File: src/rtl/fxp_divider_pkg.sv
// Shared types and timing constants for the fixed-point divider.
package fxp_divider_pkg;

  typedef enum logic [1:0] {DIV_IDLE, DIV_CALC, DIV_FIX} divState_t;

  localparam int DIV_N       = 8;
  localparam int DIV_LATENCY = 2 * DIV_N;

  function automatic int div_latency(input int n);
    return 2 * n;
  endfunction

endpackage

File: src/rtl/fxp_divider_div_step.sv
// One restoring-division step: shift in the next dividend bit, subtract the divisor if it fits.
module div_step #(
  parameter int N = 8
) (
  input  logic [N:0]   i_rem,
  input  logic         i_bit,
  input  logic [N-1:0] i_divisor,
  output logic [N:0]   o_rem,
  output logic         o_q
);

  logic [N:0] w_shift;
  logic [N:0] w_diff;

  assign w_shift = {i_rem[N-1:0], i_bit};
  assign w_diff  = w_shift - {1'b0, i_divisor};
  // A set top remainder bit means the shifted value overflowed N+1 bits, so it always fits.
  assign o_q     = i_rem[N] | (w_shift >= {1'b0, i_divisor});
  assign o_rem   = o_q ? w_diff : w_shift;

endmodule

File: src/rtl/fxp_divider.sv
// Multi-cycle signed Q1.(N-1) divider: restoring division on magnitudes, then sign fix and saturation.
//   state    | meaning
//   DIV_IDLE | waiting for start; result/flags held
//   DIV_CALC | one quotient bit per cycle, 2N-1 cycles
//   DIV_FIX  | apply sign, saturate, pulse done
module fxp_divider
  import fxp_divider_pkg::*;
#(
  parameter int N = DIV_N
) (
  input  logic         clk,
  input  logic         reset,
  input  logic         start,
  input  logic [N-1:0] a,
  input  logic [N-1:0] b,
  output logic [N-1:0] result,
  output logic         busy,
  output logic         done,
  output logic         ovf,
  output logic         dz
);

  localparam int            QW        = 2 * N - 1;
  localparam int            CW        = $clog2(div_latency(N));
  localparam logic [CW-1:0] LAST_ITER = CW'(QW - 1);
  localparam logic [QW-1:0] Q_MAX     = QW'((1 << (N - 1)) - 1);
  localparam logic [QW-1:0] Q_MIN_MAG = QW'(1 << (N - 1));
  localparam logic [N-1:0]  RES_MAX   = {1'b0, {(N - 1){1'b1}}};
  localparam logic [N-1:0]  RES_MIN   = {1'b1, {(N - 1){1'b0}}};

  divState_t     r_state;
  logic          r_sign;
  logic          r_sign_a;
  logic          r_zero;
  logic [QW-1:0] r_dividend;
  logic [QW-1:0] r_quot;
  logic [N-1:0]  r_divisor;
  logic [N:0]    r_rem;
  logic [CW-1:0] r_cnt;
  logic [N-1:0]  r_result;
  logic          r_busy;
  logic          r_done;
  logic          r_ovf;
  logic          r_dz;

  logic [N-1:0]  w_abs_a;
  logic [N-1:0]  w_abs_b;
  logic [N:0]    w_step_rem;
  logic          w_step_q;
  divState_t     w_next_state;
  logic [N-1:0]  w_fix_result;
  logic          w_fix_ovf;

  // Magnitude of the most negative value wraps to 2^(N-1), which is correct as unsigned.
  assign w_abs_a = a[N-1] ? -a : a;
  assign w_abs_b = b[N-1] ? -b : b;

  div_step #(.N(N)) u_div_step (
    .i_rem     (r_rem),
    .i_bit     (r_dividend[QW-1]),
    .i_divisor (r_divisor),
    .o_rem     (w_step_rem),
    .o_q       (w_step_q)
  );

  always_comb begin
    w_next_state = r_state;
    case (r_state)
      DIV_IDLE: if (start) w_next_state = DIV_CALC;
      DIV_CALC: if (r_cnt == LAST_ITER) w_next_state = DIV_FIX;
      DIV_FIX:  w_next_state = DIV_IDLE;
      default:  w_next_state = DIV_IDLE;
    endcase

    w_fix_result = r_sign ? -r_quot[N-1:0] : r_quot[N-1:0];
    w_fix_ovf    = 1'b0;
    if (r_zero) begin
      w_fix_result = r_sign_a ? RES_MIN : RES_MAX;
      w_fix_ovf    = 1'b1;
    end else if (!r_sign && (r_quot > Q_MAX)) begin
      w_fix_result = RES_MAX;
      w_fix_ovf    = 1'b1;
    end else if (r_sign && (r_quot > Q_MIN_MAG)) begin
      w_fix_result = RES_MIN;
      w_fix_ovf    = 1'b1;
    end
  end

  always_ff @(posedge clk or posedge reset) begin
    if (reset) begin
      r_state    <= DIV_IDLE;
      r_sign     <= 1'b0;
      r_sign_a   <= 1'b0;
      r_zero     <= 1'b0;
      r_dividend <= '0;
      r_quot     <= '0;
      r_divisor  <= '0;
      r_rem      <= '0;
      r_cnt      <= '0;
      r_result   <= '0;
      r_busy     <= 1'b0;
      r_done     <= 1'b0;
      r_ovf      <= 1'b0;
      r_dz       <= 1'b0;
    end else begin
      r_state <= w_next_state;
      r_done  <= 1'b0;
      case (r_state)
        DIV_IDLE: begin
          if (start) begin
            r_sign     <= a[N-1] ^ b[N-1];
            r_sign_a   <= a[N-1];
            r_zero     <= (b == '0);
            r_dividend <= {w_abs_a, {(N - 1){1'b0}}};
            r_divisor  <= w_abs_b;
            r_quot     <= '0;
            r_rem      <= '0;
            r_cnt      <= '0;
            r_busy     <= 1'b1;
          end
        end
        DIV_CALC: begin
          r_rem      <= w_step_rem;
          r_quot     <= {r_quot[QW-2:0], w_step_q};
          r_dividend <= {r_dividend[QW-2:0], 1'b0};
          r_cnt      <= r_cnt + 1'b1;
        end
        DIV_FIX: begin
          r_result <= w_fix_result;
          r_ovf    <= w_fix_ovf;
          r_dz     <= r_zero;
          r_done   <= 1'b1;
          r_busy   <= 1'b0;
        end
        default: ;
      endcase
    end
  end

  assign result = r_result;
  assign busy   = r_busy;
  assign done   = r_done;
  assign ovf    = r_ovf;
  assign dz     = r_dz;

endmodule
File: config.mk
export PLATFORM = sky130hd
export DESIGN_NAME = fxp_divider
export DESIGN_NICKNAME = d
export VERILOG_FILES = /design/src/rtl/fxp_divider_pkg.sv /design/src/rtl/fxp_divider_div_step.sv /design/src/rtl/fxp_divider.sv
export SDC_FILE = /design/constraint.sdc
export NUM_CORES = 1
export LEC_CHECK = 0
export CORE_MARGIN = 8
export CORE_UTILIZATION = 48
export CTS_BUF_LIST = sky130_fd_sc_hd__clkbuf_16
export DETAILED_ROUTE_END_ITERATION = 8
export PLACE_DENSITY = 0.72
export SLEW_MARGIN = 20
export SYNTH_ARGS = -nofsm -noshare
export SYNTH_HDL_FRONTEND = slang
export SYNTH_SLANG_ARGS = --single-unit
export TNS_END_PERCENT = 20
File: constraint.sdc
create_clock -name clk -period 2.2 [get_ports clk]
set_clock_uncertainty 0.1 [all_clocks]
set_input_delay 0.22 -clock clk [delete_from_list [all_inputs] [get_ports clk]]
set_output_delay 0.22 -clock clk [all_outputs]
set_load 0.03 [all_outputs]
==> results.toml, run 1 <==
[die]
initial_core_util = 0.4882
placement_rows = 31
die_x_um = 101.4
top_level_ports = 31
fp.dieH_um = 101.4
core_area_sq_mm = 0.007176
design.die.area_sq_mm = 0.01029

[synth]
synth_largest_area_cell = "sky130_fd_sc_hd__dfrtp_1"
largest_family_of_logic_cells_by_synthesized_area = "simple AND/OR/NAND/NOR gates"
number_of_nets_in_the_synthesized_netlist = 429
synth_ff_type = "sky130_fd_sc_hd__dfrtp_1"
post_synthesis_area_per_instance_sq_um = 8.869
yosys.area_share.adder = 0.05571
synth_top_area_frac = 0.4357
synthCells = 395
synth-xor-area-share = 0.05250
synth-seq-cells = 61
asyncSetResetFlopFracSynth = 1.000
synth_edf_count = 0
post_synth_instance_area_sq_mm = 0.003503
synth.mux.area_fraction = 0.008571
yosysWarnings = 0
post_synth_most_frequent_cells = "sky130_fd_sc_hd__nand2_1, sky130_fd_sc_hd__dfrtp_1, sky130_fd_sc_hd__o21ai_0, sky130_fd_sc_hd__inv_1, sky130_fd_sc_hd__nor2_1"
yosys.cell_count.top_type = "sky130_fd_sc_hd__nand2_1"
ys_seq_area_frac = 0.4357
post_synth_and_or_nand_nor_area_fraction = 0.1964
synth_compound_area_frac = 0.1939
largest_cells_by_area_after_synthesis = "sky130_fd_sc_hd__dfrtp_1, sky130_fd_sc_hd__nand2_1, sky130_fd_sc_hd__o21ai_0"
synth_cell_type_count = 55

[cells_and_area]
final_cell_count_no_fill = 542
syn2layout_area_growth_pct = 25.71
antenna_cells = 0
stdcell_area_sq_mm = 0.004404
footprint_of_the_multi_input_gates_sq_mm = 0.001831
drive_above_1_share = 0.1377
filler_cell_count = 624
final-seq-area_sq_mm = 0.001526
nNetsFinal = 473

[clocking]
num_cts_buffers = 9
clkTransAtPathRegs_ns = 0.05
cts.hold.buffers_added = 0
cts.root.buffer_cell = "sky130_fd_sc_hd__clkbuf_16"
clk_latency_ns = 0.32
cts_max_level = 3
ctsLongestPathBuffers = 2
tritoncts_num_sinks = 61
cts_tree = "built"

[worst_setup_path]
worstPathCellList = "ha_1, nand4b_1, or4_1, a31o_2, or2_4, o311ai_1"
criticalPathCategory = "reg2reg"
reg2reg_depth = 6
worst_path_dominant_cell_family = "simple AND/OR/NAND/NOR gates"
category_of_the_worst_setup_path_capture_point = "flip-flop"
worstPathRequired_ns = 2.31
regToRegEndpoint = "result[0]"
crit_cells = 6
r2r_start = "r_quot[0]"
worst_ep_arrival_time_ns = 2.25
crit_path_top_delay_cell = "sky130_fd_sc_hd__or4_1"
crit_buf_inv = 0
crit_path_max_incr_delay_ns = 0.49
crit_path_start_kind = "flip-flop"
crit_path_max_fanout = 6
rrSetupSlack_ns = 0.07

[sta]
hold_viol_final = 0
final_min_period_over_clock_period = 0.9683
max_slew_margin = 0.6930
fin_ws_ns = 0.06975
final_slew_violations = 0
report.final.setup_viol = 0
maxClockFrequency_ghz = 0.4694
period_needed_ns = 2.130
setup_total_negative_slack_ns = 0
tightest_slew_ns = 0.4598

[route]
drcViolationCount = 0
ant_nets = 0
wl_mm = 8.569
initialDrtViolationCount = 160
drt-vias-per-instance = 5.616
detail_route.first_pass.iterations = 4
routed-via-count = 3044
drt-wirelength-per-cell_um = 15.81

[place]
detailed_place_hpwl_mm = 5.910
gp_congestion = 0.8284
worst_slack_after_detailed_placement_ns = -0.01603
detailed_place.area_sq_mm = 0.004023
place.port_buffers = 30
placedCellCount = 524

[flow_run]
max_cap_viol_count = 0

[global_routing]
vias_in_the_first_global_route = 3043
grt_max_degree = 31
wire_length_of_the_first_global_routing_pass_mm = 14.28
gr-total-overflow = 0
grt_usage = 0.1753
antenna_violations_before_repair = 0

[power]
peak_vdd_ir_mv = 0.8581
powerDensity_mw_per_mm2 = 1642
cellLeakagePower_nw = 1.916
final_total_pwr_mw = 7.231

[run_status]
status = "completed"

[worst_hold_path]
worstHoldPathType = "in2async"
-- worst reg2reg max path: cells and delay by family, from the launching register on --
family | cells | cell delay, ns
compound gates | 2 | 0.38
simple gates | 3 | 0.91
flops | 1 | 0.42
fa+ha+maj | 1 | 0.21
-- worst max-delay path by stage --
| stage | from | end | slack (ns) |
|---|---|---|---|
| floorplan | r_rem[4] | r_rem[2] | 0.03 |
| global placement | b[0] | r_divisor[6] | 0.04 |
| detailed placement | b[0] | r_divisor[6] | -0.02 |
| CTS | r_divisor[0] | r_rem[6] | 0.01 |
| global route | r_divisor[1] | r_rem[3] | -0.009 |
| finish | r_quot[0] | result[0] | 0.07 |
-- power breakdown --
group          internal [mW]  total [mW]  leakage [nW]  switching [mW]
clock                  0.973        1.46         0.144           0.490
combinational           1.68        3.69          1.02            2.01
sequential              1.63        2.08         0.755           0.450
total                   4.28        7.23          1.92            2.95
-- layout make-up --
class	instances	share of cell area
multi-input combinational	285	0.4156
sequential	61	0.3466
timing repair buffer	56	0.1185
clock buffer	9	0.05114
tap	99	0.02813
inverter	26	0.02216
clock inverter	6	0.01790
-- placed cells by master, fill, tap and decap left out, drive strengths merged, types with 4 or more instances in the layout --
master,instances
clkdlybuf4s50,30
o31ai,7
inv,26
nand3,9
xnor2,12
ha,14
dfrtp,61
a211oi,5
or3,6
o21ai,38
clkbuf,9
xor2,9
a21oi,17
nor3,10
nor2,26
nand2b,7
a221o,4
nand2,67
a22oi,5
buf,26
o311ai,8
-- routing by layer --
layer | part of all wire | up-vias | GRT usage
li1 | - | 1467 | -
met1 | 0.45 | 1495 | 0.2245
met2 | 0.50 | 74 | 0.2910
met3 | 0.038 | 8 | 0.02749
met4 | 0.012 | 0 | 0.06529
met5 | 0 | - | 0
-- kinds of logic (layout without fill, tap and decap cells) --
| group | count (synthesis) | after routing |
|---|---|---|
| simple gates | 143 | 143 |
| mux | 3 | 3 |
| xor+xnor | 21 | 21 |
| fa+ha+maj | 15 | 15 |
| flops | 61 | 61 |
| buf+inv | 49 | 97 |
| compound gates | 103 | 103 |
-- state kept, by name, summed over array words and instances (netlist names) --
register	count
r_zero	1
r_sign_a	1
r_cnt	4
result	8
r_quot	15
r_sign	1
r_divisor	8
r_dividend	8
dz	1
busy	1
ovf	1
r_state	2
r_rem	9
done	1
-- through the flow --
stage / util / hold WS [ns]
floorplan: - / 0.2165
finish: 0.6138 / 0.1302
detailed placement: 0.5606 / 0.3656
global route: 0.6138 / 0.1693
CTS: 0.6030 / 0.1353
global placement: 0.5606 / 0.3641
-- what timing repair did --
| item | 4_1_cts | 5_1_grt |
|---|---|---|
| buffers inserted | 0 | 2 |
| setup endpoints to repair | 0 | 10 |
| gates resized for setup | 0 | 12 |
Power figures use the tool's default switching activity.
==> run 2, diff against run 1 <==
- TNS_END_PERCENT: 20 -> 10
==> results.toml, run 2 (same netlist as run 1, synthesis figures left out) <==
[global_routing]
wire_length_of_the_first_global_routing_pass_mm = 14.28
gr-total-overflow = 0
antenna_violations_before_repair = 0
grt_usage = 0.1753
grt_max_degree = 31
vias_in_the_first_global_route = 3043

[sta]
report.final.setup_viol = 0
hold_viol_final = 0
final_slew_violations = 0
tightest_slew_ns = 0.4589
final_min_period_over_clock_period = 0.9669
maxClockFrequency_ghz = 0.4701
period_needed_ns = 2.127
max_slew_margin = 0.6936
fin_ws_ns = 0.07276
setup_repair_after_global_routing_missed_its_margin = "yes"

[clocking]
tritoncts_num_sinks = 61
cts_max_level = 3
cts.hold.buffers_added = 0
num_cts_buffers = 9
ctsLongestPathBuffers = 2
cts.root.buffer_cell = "sky130_fd_sc_hd__clkbuf_16"
clk_latency_ns = 0.32
cts_tree = "built"
clkTransAtPathRegs_ns = 0.05

[route]
met1_length_mm = 3.871
wl_met3_um = 319
initialDrtViolationCount = 155
routed-via-count = 3032
ant_nets = 0
top_layer_used = "met4"
drt-wirelength-per-cell_um = 15.69
routed-wl-met2_mm = 4.163
drcViolationCount = 0
detail_route.first_pass.iterations = 4
drt-vias-per-instance = 5.625
wl_mm = 8.455

[cells_and_area]
final_common_cell = "sky130_fd_sc_hd__nand2_1"
drive_above_1_share = 0.1273
nNetsFinal = 470
final_cell_count_no_fill = 539
most-common-layout-cells = "sky130_fd_sc_hd__nand2_1, sky130_fd_sc_hd__dfrtp_1, sky130_fd_sc_hd__o21ai_0, sky130_fd_sc_hd__clkdlybuf4s50_1, sky130_fd_sc_hd__nor2_1"
number_of_flip_flops_under_the_largest_register_name = 15
syn2layout_area_growth_pct = 24.71
filler_cell_count = 631
registers.top_by_ff_count = "r_quot"
layout_top_registers = "r_quot (15), r_rem (9)"
antenna_cells = 0

[power]
share_comb_of_total_power = 0.502
clockPowerShare = 0.205
netSwitchingFraction = 0.4081
cellLeakagePower_nw = 1.903
powerDensity_mw_per_mm2 = 1623
net-switching-power_mw = 2.895
final_total_pwr_mw = 7.093
cell_internal_pwr_mw = 4.198
pwr-share-seq = 0.293
peak_vdd_ir_mv = 0.8386

[worst_setup_path]
crit_path_top_delay_cell = "sky130_fd_sc_hd__or4_1"
crit_path_start_kind = "flip-flop"
crit_buf_inv = 0
r2r_start = "r_quot[0]"
crit_path_max_incr_delay_ns = 0.49
worst_path_dominant_cell_family = "simple AND/OR/NAND/NOR gates"
category_of_the_worst_setup_path_capture_point = "flip-flop"
worstPathCellList = "ha_1, nand4b_1, or4_1, a31o_2, or2_4, o311ai_1"
crit_path_max_fanout = 6
worstPathRequired_ns = 2.32
worst_ep_arrival_time_ns = 2.24
criticalPathCategory = "reg2reg"
crit_start = "r_quot[0]"

[worst_hold_path]
worstHoldPathType = "in2async"

[place]
place.port_buffers = 30
placedCellCount = 524
gp_congestion = 0.8284
detailed_place_hpwl_mm = 5.910
worst_slack_after_detailed_placement_ns = -0.01603

[run_status]
status = "completed"

[die]
placement_rows = 31
core_area_sq_mm = 0.007176
top_level_ports = 31
initial_core_util = 0.4882
die_x_um = 101.4
fp.dieH_um = 101.4
design.die.area_sq_mm = 0.01029

[flow_run]
max_cap_viol_count = 0
[run 2: area by class of cell]
class	count	area (sq um)	area share
multi-input cells	285	1815	0.4155
inverters	26	97.59	0.02234
repair buffers	53	501.7	0.1148
flip-flops and latches	61	1526	0.3494
clock buffers	9	225.2	0.05155
well taps	99	123.9	0.02835
clock inverters	6	78.83	0.01804
[run 2: path summary, 6_finish.rpt]
kind	end	slack, ns	cells after the start
min in group clk	r_sign_a	0.37	2
max in group asynchronous	r_rem[6]	1.39	3
max	result[0]	0.07	6
max reg2reg	result[0]	0.07	6
min	r_dividend[8]	0.13	2
min reg2reg	r_sign_a	0.37	2
[run 2: timing repair]
action | in CTS | in global routing
gates resized for setup | 0 | 10
endpoints found under the setup margin | 0 | 10
hold endpoints to repair | 0 | 0
buffers inserted | 0 | 0
[run 2: layer usage]
| metal | vias up | track usage |
|---|---|---|
| met2 | 78 | 0.2910 |
| met1 | 1483 | 0.2245 |
| met3 | 8 | 0.02749 |
| met5 | - | 0 |
| met4 | 0 | 0.06529 |
| li1 | 1463 | - |
[run 2: power groups by stage]
| stage | clock (mW) | combinational (mW) | sequential [mW] |
|---|---|---|---|
| finish | 1.45 | 3.56 | 2.08 |
| detailed placement | 0 | 3.40 | 2.07 |
| global route | 1.52 | 3.99 | 2.14 |
| global placement | 0 | 3.27 | 2.05 |
| CTS | 1.47 | 3.45 | 2.07 |
| floorplan | 0 | 2.40 | 2.08 |
[run 2: worst reg2reg max path, cell delays in order (launching register included)]
cell and delay, ns:
sky130_fd_sc_hd__dfrtp_1 0.42, sky130_fd_sc_hd__ha_1 0.21, sky130_fd_sc_hd__nand4b_1 0.16, sky130_fd_sc_hd__or4_1 0.49
sky130_fd_sc_hd__a31o_2 0.29, sky130_fd_sc_hd__or2_4 0.26, sky130_fd_sc_hd__o311ai_1 0.09
[run 2: stage by stage]
step	instance area, sq um	TNS (ns)	util	hold WS [ns]
6_report	4369	0	0.6089	0.1312
4_1_cts	4327	0	0.6030	0.1353
3_3_place_gp	4023	0	0.5606	0.3641
3_5_place_dp	4023	-0.01603	0.5606	0.3656
2_1_floorplan	3503	0	-	0.2165
5_1_grt	4369	-0.005702	0.6089	0.1693
==> run 3, diff against run 2 <==
- CORE_MARGIN: 8 -> unset
- REMOVE_ABC_BUFFERS: unset -> 1
==> results.toml, run 3 (same netlist as run 1, synthesis figures left out) <==
[route]
drt-wirelength-per-cell_um = 14.34
drcViolationCount = 0
detail_route.first_pass.iterations = 5
routed-via-count = 2958
drt-vias-per-instance = 5.560
initialDrtViolationCount = 174
ant_nets = 0
wl_mm = 7.627

[die]
placement_rows = 30
fp.dieH_um = 87.43
design.die.area_sq_mm = 0.007644
die_x_um = 87.43
initial_core_util = 0.5072
core_area_sq_mm = 0.006907
top_level_ports = 31

[sta]
period_needed_ns = 2.109
fin_ws_ns = 0.09062
hold_viol_final = 0
final_min_period_over_clock_period = 0.9588
report.final.setup_viol = 0
final_slew_violations = 0
max_slew_margin = 0.7281
tightest_slew_ns = 0.4078
maxClockFrequency_ghz = 0.4741

[cells_and_area]
final_common_cell = "sky130_fd_sc_hd__nand2_1"
most-common-layout-cells = "sky130_fd_sc_hd__nand2_1, sky130_fd_sc_hd__dfrtp_1, sky130_fd_sc_hd__o21ai_0, sky130_fd_sc_hd__clkdlybuf4s50_1, sky130_fd_sc_hd__nor2_1"
filler_cell_count = 604
syn2layout_area_growth_pct = 23.04
footprint_of_the_multi_input_gates_sq_mm = 0.001812
final-seq-area_sq_mm = 0.001526
nNetsFinal = 465
antenna_cells = 0
drive_above_1_share = 0.1216
registers.top_by_ff_count = "r_quot"
number_of_flip_flops_under_the_largest_register_name = 15
layout_top_registers = "r_quot (15), r_rem (9)"

[worst_setup_path]
category_of_the_worst_setup_path_capture_point = "flip-flop"
r2r_start = "r_quot[0]"
crit_path_max_incr_delay_ns = 0.48
crit_path_start_kind = "flip-flop"
worst_path_dominant_cell_family = "simple AND/OR/NAND/NOR gates"
worstPathCellList = "ha_1, nand4b_1, or4_1, a31o_2, or2_4, o311ai_1"
worstPathRequired_ns = 2.32
worst_ep_arrival_time_ns = 2.23
criticalPathCategory = "reg2reg"
crit_buf_inv = 0
crit_path_max_fanout = 6
rrSetupSlack_ns = 0.09
crit_start = "r_quot[0]"
crit_path_top_delay_cell = "sky130_fd_sc_hd__or4_1"

[global_routing]
grt_max_degree = 62
antenna_violations_before_repair = 0
wire_length_of_the_first_global_routing_pass_mm = 13.17
vias_in_the_first_global_route = 2876
gr-total-overflow = 0
grt_usage = 0.2241

[clocking]
tritoncts_num_sinks = 61
cts_max_level = 3
cts_tree = "built"
clkTransAtPathRegs_ns = 0.05
cts.root.buffer_cell = "sky130_fd_sc_hd__clkbuf_16"
num_cts_buffers = 9
ctsLongestPathBuffers = 2
cts.hold.buffers_added = 0
clk_latency_ns = 0.33

[place]
place.port_buffers = 30
gp_congestion = 0.8969
worst_slack_after_detailed_placement_ns = -0.01049
detailed_place_hpwl_mm = 5.231

[power]
peak_vdd_ir_mv = 0.8281
cellLeakagePower_nw = 1.882
final_total_pwr_mw = 6.988
powerDensity_mw_per_mm2 = 1621

[worst_hold_path]
worstHoldPathType = "in2async"

[run_status]
status = "completed"

[flow_run]
max_cap_viol_count = 0
==> run 3: cell type report <==
type | instances | area share
clock buffers | 9 | 0.05225
clock inverters | 7 | 0.01887
multi-input cells | 285 | 0.4203
repair buffers | 48 | 0.1039
well taps | 96 | 0.02787
inverters | 26 | 0.02264
flip-flops and latches | 61 | 0.3541
==> run 3: per-stage QoR <==
stage / TNS [ns] / utilization / instances / area (sq um) / hold slack, ns
finish: 0 / 0.6241 / 532 / 4310 / 0.1724
detailed placement: -0.01049 / 0.5746 / 516 / 3969 / 0.3627
global route: -0.002621 / 0.6241 / 532 / 4310 / 0.2244
global placement: 0 / 0.5746 / 516 / 3969 / 0.3596
CTS: 0 / 0.6190 / 532 / 4275 / 0.2078
floorplan: 0 / - / 372 / 3401 / 0.2159
==> run 3: path summary, 6_finish.rpt <==
| path | endpoint | cells after the start |
|---|---|---|
| max in group asynchronous | r_divisor[6] | 3 |
| max | result[0] | 6 |
| max reg2reg | result[0] | 6 |
| min in group clk | dz | 2 |
| min | r_dividend[8] | 3 |
| min reg2reg | dz | 2 |
==> run 3: where the power goes <==
| part | internal [mW] | switching, mW | total, mW |
|---|---|---|---|
| clock | 0.973 | 0.479 | 1.45 |
| sequential | 1.63 | 0.418 | 2.05 |
| combinational | 1.55 | 1.94 | 3.49 |
| total | 4.15 | 2.83 | 6.99 |
==> run 3: layer usage <==
layer	vias to the layer above	global-route usage	part of all wire
li1	1454	-	-
met1	1434	0.2812	0.47
met2	61	0.3835	0.49
met3	9	0.03128	0.030
met4	0	0.09985	0.014
met5	-	0	0
==> run 3: tightest hold or removal path: cells and delay by family <==
family                 cells  cell delay (ns)
buffers and inverters      3             0.76
==> run 3: timing repair <==
action | 4_1_cts | 5_1_grt
endpoints found under the hold margin | 0 | 0
buffers inserted | 0 | 0
endpoints found under the setup margin | 0 | 9
resized for setup | 0 | 8
